### src/rtl/input_event_scheduler_pkg.sv
// ies_pkg: shared types and width helpers for input_event_scheduler.
//   arb_state_e  : event-port arbiter state (IDLE, OFFER)
//   bits_for()   : bits needed to hold 0..maxval (never less than 1)
//   ID_W, CNT_W  : widths for the default configuration (NCH=4, DEBOUNCE=4).
//                  The top module recomputes them from its own parameters.
package ies_pkg;

  typedef enum logic [0:0] {
    IDLE  = 1'b0,
    OFFER = 1'b1
  } arb_state_e;

  function automatic int bits_for(input int maxval);
    int w;
    w = $clog2(maxval + 1);
    return (w < 1) ? 1 : w;
  endfunction

  localparam int NCH_DEF      = 4;
  localparam int PRESCALE_DEF = 16;
  localparam int DEBOUNCE_DEF = 4;

  localparam int ID_W  = bits_for(NCH_DEF - 1);
  localparam int CNT_W = bits_for(DEBOUNCE_DEF);

endpackage

### src/rtl/input_event_scheduler_sync_2ff.sv
// sync_2ff: two-flop synchronizer for one asynchronous input bit.
//   clk   in   system clock
//   rstb  in   synchronous active-low reset
//   ena   in   both flops advance only while ena=1
//   d     in   asynchronous input
//   q     out  synchronized output
module sync_2ff (
  input  logic clk,
  input  logic rstb,
  input  logic ena,
  input  logic d,
  output logic q
);

  logic meta;

  always_ff @(posedge clk) begin
    if (!rstb) begin
      meta <= 1'b0;
      q    <= 1'b0;
    end else if (ena) begin
      meta <= d;
      q    <= meta;
    end
  end

endmodule

### src/rtl/input_event_scheduler.sv
// input_event_scheduler: conditions NCH asynchronous pad inputs (sync, prescaled
// sampling, debounce) and serialises committed level changes onto a single
// valid/ready event port with round-robin fairness.
//   clk        in   system clock
//   rstb       in   synchronous active-low reset
//   ena        in   freezes synchronizers, prescaler and debounce when 0
//   data_in    in   NCH raw asynchronous inputs
//   evt_ready  in   consumer accepts the offered event
//   ovr_clr    in   pulse: clear all overrun bits
//   evt_valid  out  event offered
//   evt_id     out  channel of the offered event
//   evt_level  out  new debounced level of that channel
//   lvl_out    out  current debounced levels
//   overrun    out  sticky: channel committed while its event was still pending
//
// Arbiter states:
//   state | meaning
//   IDLE  | no event offered; picks the next pending channel after rr_ptr
//   OFFER | evt_valid=1, evt_id/evt_level held until evt_ready
module input_event_scheduler
  import ies_pkg::*;
#(
  parameter  int NCH      = 4,
  parameter  int PRESCALE = 16,
  parameter  int DEBOUNCE = 4,
  localparam int IDW      = bits_for(NCH - 1)
) (
  input  logic           clk,
  input  logic           rstb,
  input  logic           ena,
  input  logic [NCH-1:0] data_in,
  input  logic           evt_ready,
  input  logic           ovr_clr,
  output logic           evt_valid,
  output logic [IDW-1:0] evt_id,
  output logic           evt_level,
  output logic [NCH-1:0] lvl_out,
  output logic [NCH-1:0] overrun
);

  localparam int DBW  = bits_for(DEBOUNCE);
  localparam int PSW  = bits_for(PRESCALE - 1);
  localparam logic [PSW-1:0] PS_LAST = PSW'(PRESCALE - 1);
  localparam logic [DBW-1:0] DB_LAST = DBW'(DEBOUNCE - 1);

  logic [NCH-1:0] sync_q;
  logic [PSW-1:0] pre_cnt;
  logic           tick;
  logic [DBW-1:0] db_cnt     [NCH];
  logic [DBW-1:0] db_cnt_nxt [NCH];
  logic [NCH-1:0] commit;
  logic [NCH-1:0] pending;
  logic [NCH-1:0] pend_lvl;
  logic [IDW-1:0] rr_ptr;
  logic [IDW-1:0] pick;
  logic           handshake;
  logic           pend_clr;
  arb_state_e     state, state_nxt;

  // First pending channel strictly after ptr, wrapping; ptr itself is last.
  function automatic logic [IDW-1:0] rr_pick(input logic [NCH-1:0] req,
                                             input logic [IDW-1:0] ptr);
    int idx;
    rr_pick = ptr;
    for (int k = NCH; k >= 1; k--) begin
      idx = (int'(ptr) + k) % NCH;
      if (req[idx]) rr_pick = IDW'(idx);
    end
  endfunction

  for (genvar g = 0; g < NCH; g++) begin : g_sync
    sync_2ff u_sync (
      .clk  (clk),
      .rstb (rstb),
      .ena  (ena),
      .d    (data_in[g]),
      .q    (sync_q[g])
    );
  end

  always_ff @(posedge clk) begin
    if (!rstb) begin
      pre_cnt <= '0;
    end else if (ena) begin
      pre_cnt <= (pre_cnt == PS_LAST) ? '0 : pre_cnt + 1'b1;
    end
  end

  assign tick = ena && (pre_cnt == PS_LAST);

  // The DEBOUNCE-th consecutive differing sample commits the new level.
  always_comb begin
    for (int i = 0; i < NCH; i++) begin
      commit[i]     = 1'b0;
      db_cnt_nxt[i] = db_cnt[i];
      if (tick) begin
        if (sync_q[i] != lvl_out[i]) begin
          if (db_cnt[i] == DB_LAST) begin
            commit[i]     = 1'b1;
            db_cnt_nxt[i] = '0;
          end else begin
            db_cnt_nxt[i] = db_cnt[i] + 1'b1;
          end
        end else begin
          db_cnt_nxt[i] = '0;
        end
      end
    end
  end

  assign handshake = (state == OFFER) && evt_ready;
  // A pending bit survives acceptance when its level was overwritten while
  // offered, or when the channel commits again on the acceptance edge.
  assign pend_clr  = handshake && (pend_lvl[evt_id] == evt_level) && !commit[evt_id];

  always_ff @(posedge clk) begin
    if (!rstb) begin
      for (int i = 0; i < NCH; i++) db_cnt[i] <= '0;
      lvl_out  <= '0;
      pending  <= '0;
      pend_lvl <= '0;
      overrun  <= '0;
    end else begin
      for (int i = 0; i < NCH; i++) begin
        db_cnt[i] <= db_cnt_nxt[i];
        if (commit[i]) begin
          lvl_out[i]  <= ~lvl_out[i];
          pend_lvl[i] <= ~lvl_out[i];
          pending[i]  <= 1'b1;
        end else if (pend_clr && (evt_id == IDW'(i))) begin
          pending[i]  <= 1'b0;
        end
        if (commit[i] && pending[i]) begin
          overrun[i] <= 1'b1;
        end else if (ovr_clr) begin
          overrun[i] <= 1'b0;
        end
      end
    end
  end

  assign pick = rr_pick(pending, rr_ptr);

  always_ff @(posedge clk) begin
    if (!rstb) begin
      state <= IDLE;
    end else begin
      state <= state_nxt;
    end
  end

  always_comb begin
    state_nxt = state;
    case (state)
      IDLE:    if (|pending) state_nxt = OFFER;
      OFFER:   if (evt_ready) state_nxt = IDLE;
      default: state_nxt = IDLE;
    endcase
  end

  always_comb begin
    evt_valid = (state == OFFER);
  end

  always_ff @(posedge clk) begin
    if (!rstb) begin
      evt_id    <= '0;
      evt_level <= 1'b0;
      rr_ptr    <= '0;
    end else begin
      if ((state == IDLE) && (|pending)) begin
        evt_id    <= pick;
        evt_level <= pend_lvl[pick];
      end
      if (handshake) rr_ptr <= evt_id;
    end
  end

endmodule

### config.mk
export PLATFORM = sky130hd
export DESIGN_NAME = input_event_scheduler
export DESIGN_NICKNAME = d
export VERILOG_FILES = /design/src/rtl/input_event_scheduler_pkg.sv /design/src/rtl/input_event_scheduler_sync_2ff.sv /design/src/rtl/input_event_scheduler.sv
export SDC_FILE = /design/constraint.sdc
export NUM_CORES = 1
export LEC_CHECK = 0
export CAP_MARGIN = 5
export CELL_PAD_IN_SITES_DETAIL_PLACEMENT = 0
export CELL_PAD_IN_SITES_GLOBAL_PLACEMENT = 1
export CORE_MARGIN = 4
export CORE_UTILIZATION = 38
export CTS_CLUSTER_DIAMETER = 30
export DETAILED_ROUTE_END_ITERATION = 8
export MAX_ROUTING_LAYER = met4
export PLACE_DENSITY = 0.79
export SLEW_MARGIN = 20
export SYNTH_ARGS = -nofsm -noshare
export SYNTH_HDL_FRONTEND = slang
export SYNTH_SLANG_ARGS = --single-unit
export TNS_END_PERCENT = 5
### constraint.sdc
create_clock -name clk -period 1.6 [get_ports clk]
set_input_delay 0.24 -clock clk [delete_from_list [all_inputs] [get_ports clk]]
set_output_delay 0.24 -clock clk [all_outputs]
set_load 0.05 [all_outputs]
==> impl_metrics.yaml <==
cells_and_area:
  fin_nets: 259
  syn_to_final_growth_pct: 26.1
  drive_gt1_share_pct: 18.7
  n_fill_cell: 488
  mostFrequentLayoutCells: "dfxtp_1 (39), buf_4 (28), nor2b_1 (25)"
  layout_commonest_cell: "dfxtp_1"
  antenna_cells: 0
  fin_area_sq_um: 2440
  final_util_pct: 50.7
  instances_no_fill: 313
placed_design:
  place.detailed.hpwl_um: 2910
  gp_congestion: 0.858
  place_area_sq_um: 2320
  dp.cells: 305
  pre_cts_slack_ns: -0.0281
  port_buffers: 20
routing:
  drt_iter0_markers: 86
  wl_per_cell_um: 12.7
  first_pass_iters: 4
  avgViaCountPerCell: 4.94
  drc_errors: 0
  drt_wl_total_um: 3970
  ant_nets: 0
  vias: 1545
clock_network:
  cts_tree: "done"
  h-tree-depth: 2
  clock_latency_ns: 0.29
  cts.sinks: 42
  postCtsSetupRepairBufs: 0
  cts_resized: 0
  hold_buffers: 0
  cts_buffers: 5
  clk_pin_slew_ns: 0.08
  cts.path.max_buffers: 2
  root_buffer: "clkbuf_8"
sta:
  clock_skew_ns: 0.00558
  maxSlewHeadroom_pct: 75.0
  fin_ws_ns: 0.0561
  hold_ws_ns: 0.486
  min_period_ns: 1.54
  fin_tns_setup_ns: 0
  layout_worst_path_cycle_share_pct: 96.5
  slew_viol_final: 0
  worst_pin_slew_ns: 0.372
  hold_violations: 0
  grt_setup_unrepaired: "no"
  fmax_mhz: 648
  final-setup-viol-count: 0
power:
  total_leakage_power_nw: 0.956
  total_power_mw: 1.97
  ir_drop_mv: 0.664
  p_per_area_nw_per_um2: 805
worst_hold_path:
  hp-start: "db_cnt[3][2]$_SDFFE_PN0P_"
  hold_class: "reg2reg"
yosys:
  netlist_top_cells_area: "dfxtp_1 (43%), nor2b_1 (8.1%), mux2i_1 (7.2%)"
  ys_types: 35
  synth_warnings: 0
  syn_inst: 209
  synth.cell_area_sq_um: 1940
  synth_seq_cells: 42
  seq_area_frac_synth_pct: 43.4
  synth_top_cell_area_share_pct: 43.4
  yosysTopAreaCell: "dfxtp_1"
  synth_nets: 223
  avgSynthCellArea_sq_um: 9.27
die:
  core.rowCount: 25
  initial_utilization_pct: 40.2
  core_sq_um: 4820
  die_area_sq_um: 6300
  fp.dieW_um: 79.4
  ios: 21
  fp.dieH_um: 79.4
critical_path:
  worst-setup-path-type: "reg2reg"
  r2r-start: "rr_ptr[1]$_SDFFE_PN0P_"
  cp_max_fo: 3
  startpoint: "rr_ptr[1]$_SDFFE_PN0P_"
  cp-end-kind: "flop"
  r2r_slack_ns: 0.06
  start_kind: "flop"
  cp_data_required_time_ns: 1.78
  crit_arrival_ns: 1.72
grt:
  grt.busiest_layer: "met1"
  grt_overflow: 0
  grt_util_met1_pct: 20.2
  gr-usage-met2_pct: 19.8
  grt_max_degree: 21
  use_met3_pct: 3.61
  grt_use_total_pct: 14.2
  antenna_found_initial: 0
  grt_pass1_vias: 1450
  grt_first_pass_wirelength_um: 6940
run:
  cap_viol_max_count: 0
run_status:
  outcome: "complete, no violations"
layout make-up:
class / instances / area [sq um] / area share, %
multi-input combinational: 152 / 1030 / 42.4
sequential: 42 / 845 / 34.6
timing repair buffer: 39 / 350 / 14.3
clock buffer: 8 / 110 / 4.51
tap: 67 / 83.8 / 3.43
inverter: 5 / 18.8 / 0.768
worst max-delay path, stage by stage, from the launching register on:
cell and delay [ns]:
dfxtp_2 0.35, mux2_4 0.31, a221oi_4 0.37, mux2i_1 0.27
o221ai_2 0.12
cells in the mapped netlist (all sizes together):
master	n
dfxtp	42
nor2b	25
nand2	16
mux2i	14
o21ai	11
a21oi	10
nor2	8
a21boi	7
clkbuf	7
and3	6
ha	5
inv	5
nand3	5
xnor2	5
a32oi	4
nand2b	4
nor3	4
nor4	4
a22oi	3
a31oi	3
buf	3
o21a	3
xor2	3
and2	2
nand4	2
a221oi	1
mux2	1
nand3b	1
nor4b	1
o211a	1
o211ai	1
o221ai	1
o22ai	1
layer usage:
layer | part of all wire (%) | vias up | wire length (um)
met5 | 0 | - | 0
li1 | - | 814 | -
met3 | 5.2 | 7 | 205
met1 | 50 | 691 | 2000
met4 | 1.1 | 0 | 44
met2 | 43 | 33 | 1720
state kept, by name, summed over array words and instances (netlist names):
name	flops
g_sync.u_sync.q	4
evt_level	1
pre_cnt	4
db_cnt	12
lvl_out	3
pending	4
pend_lvl	1
evt_id	2
evt_valid	1
g_sync.u_sync.meta	4
overrun	4
rr_ptr	2
final timing paths:
check,cells after the start,to
worst max-delay path,4,evt_level$_SDFFE_PN0P_
worst min-delay path,1,db_cnt[3][2]$_SDFFE_PN0P_
worst max register to register,4,evt_level$_SDFFE_PN0P_
worst min register to register,1,db_cnt[3][2]$_SDFFE_PN0P_
power breakdown:
group / total (mW) / switching (mW) / internal (mW)
registers: 1.07 / 0.0112 / 1.06
clock network: 0.793 / 0.357 / 0.436
logic: 0.103 / 0.0429 / 0.0605
logic make-up (layout without fill, tap and decap cells):
family | Yosys count | after routing | share of synthesized area (%)
compound gates | 46 | 46 | 16.6
flops | 42 | 42 | 43.4
mux | 15 | 15 | 8.01
xor+xnor | 8 | 8 | 3.62
simple gates | 78 | 78 | 21.7
buf+inv | 15 | 52 | 3.42
fa+ha+maj | 5 | 5 | 3.23
No activity file was read; power rests on OpenSTA's default activity.
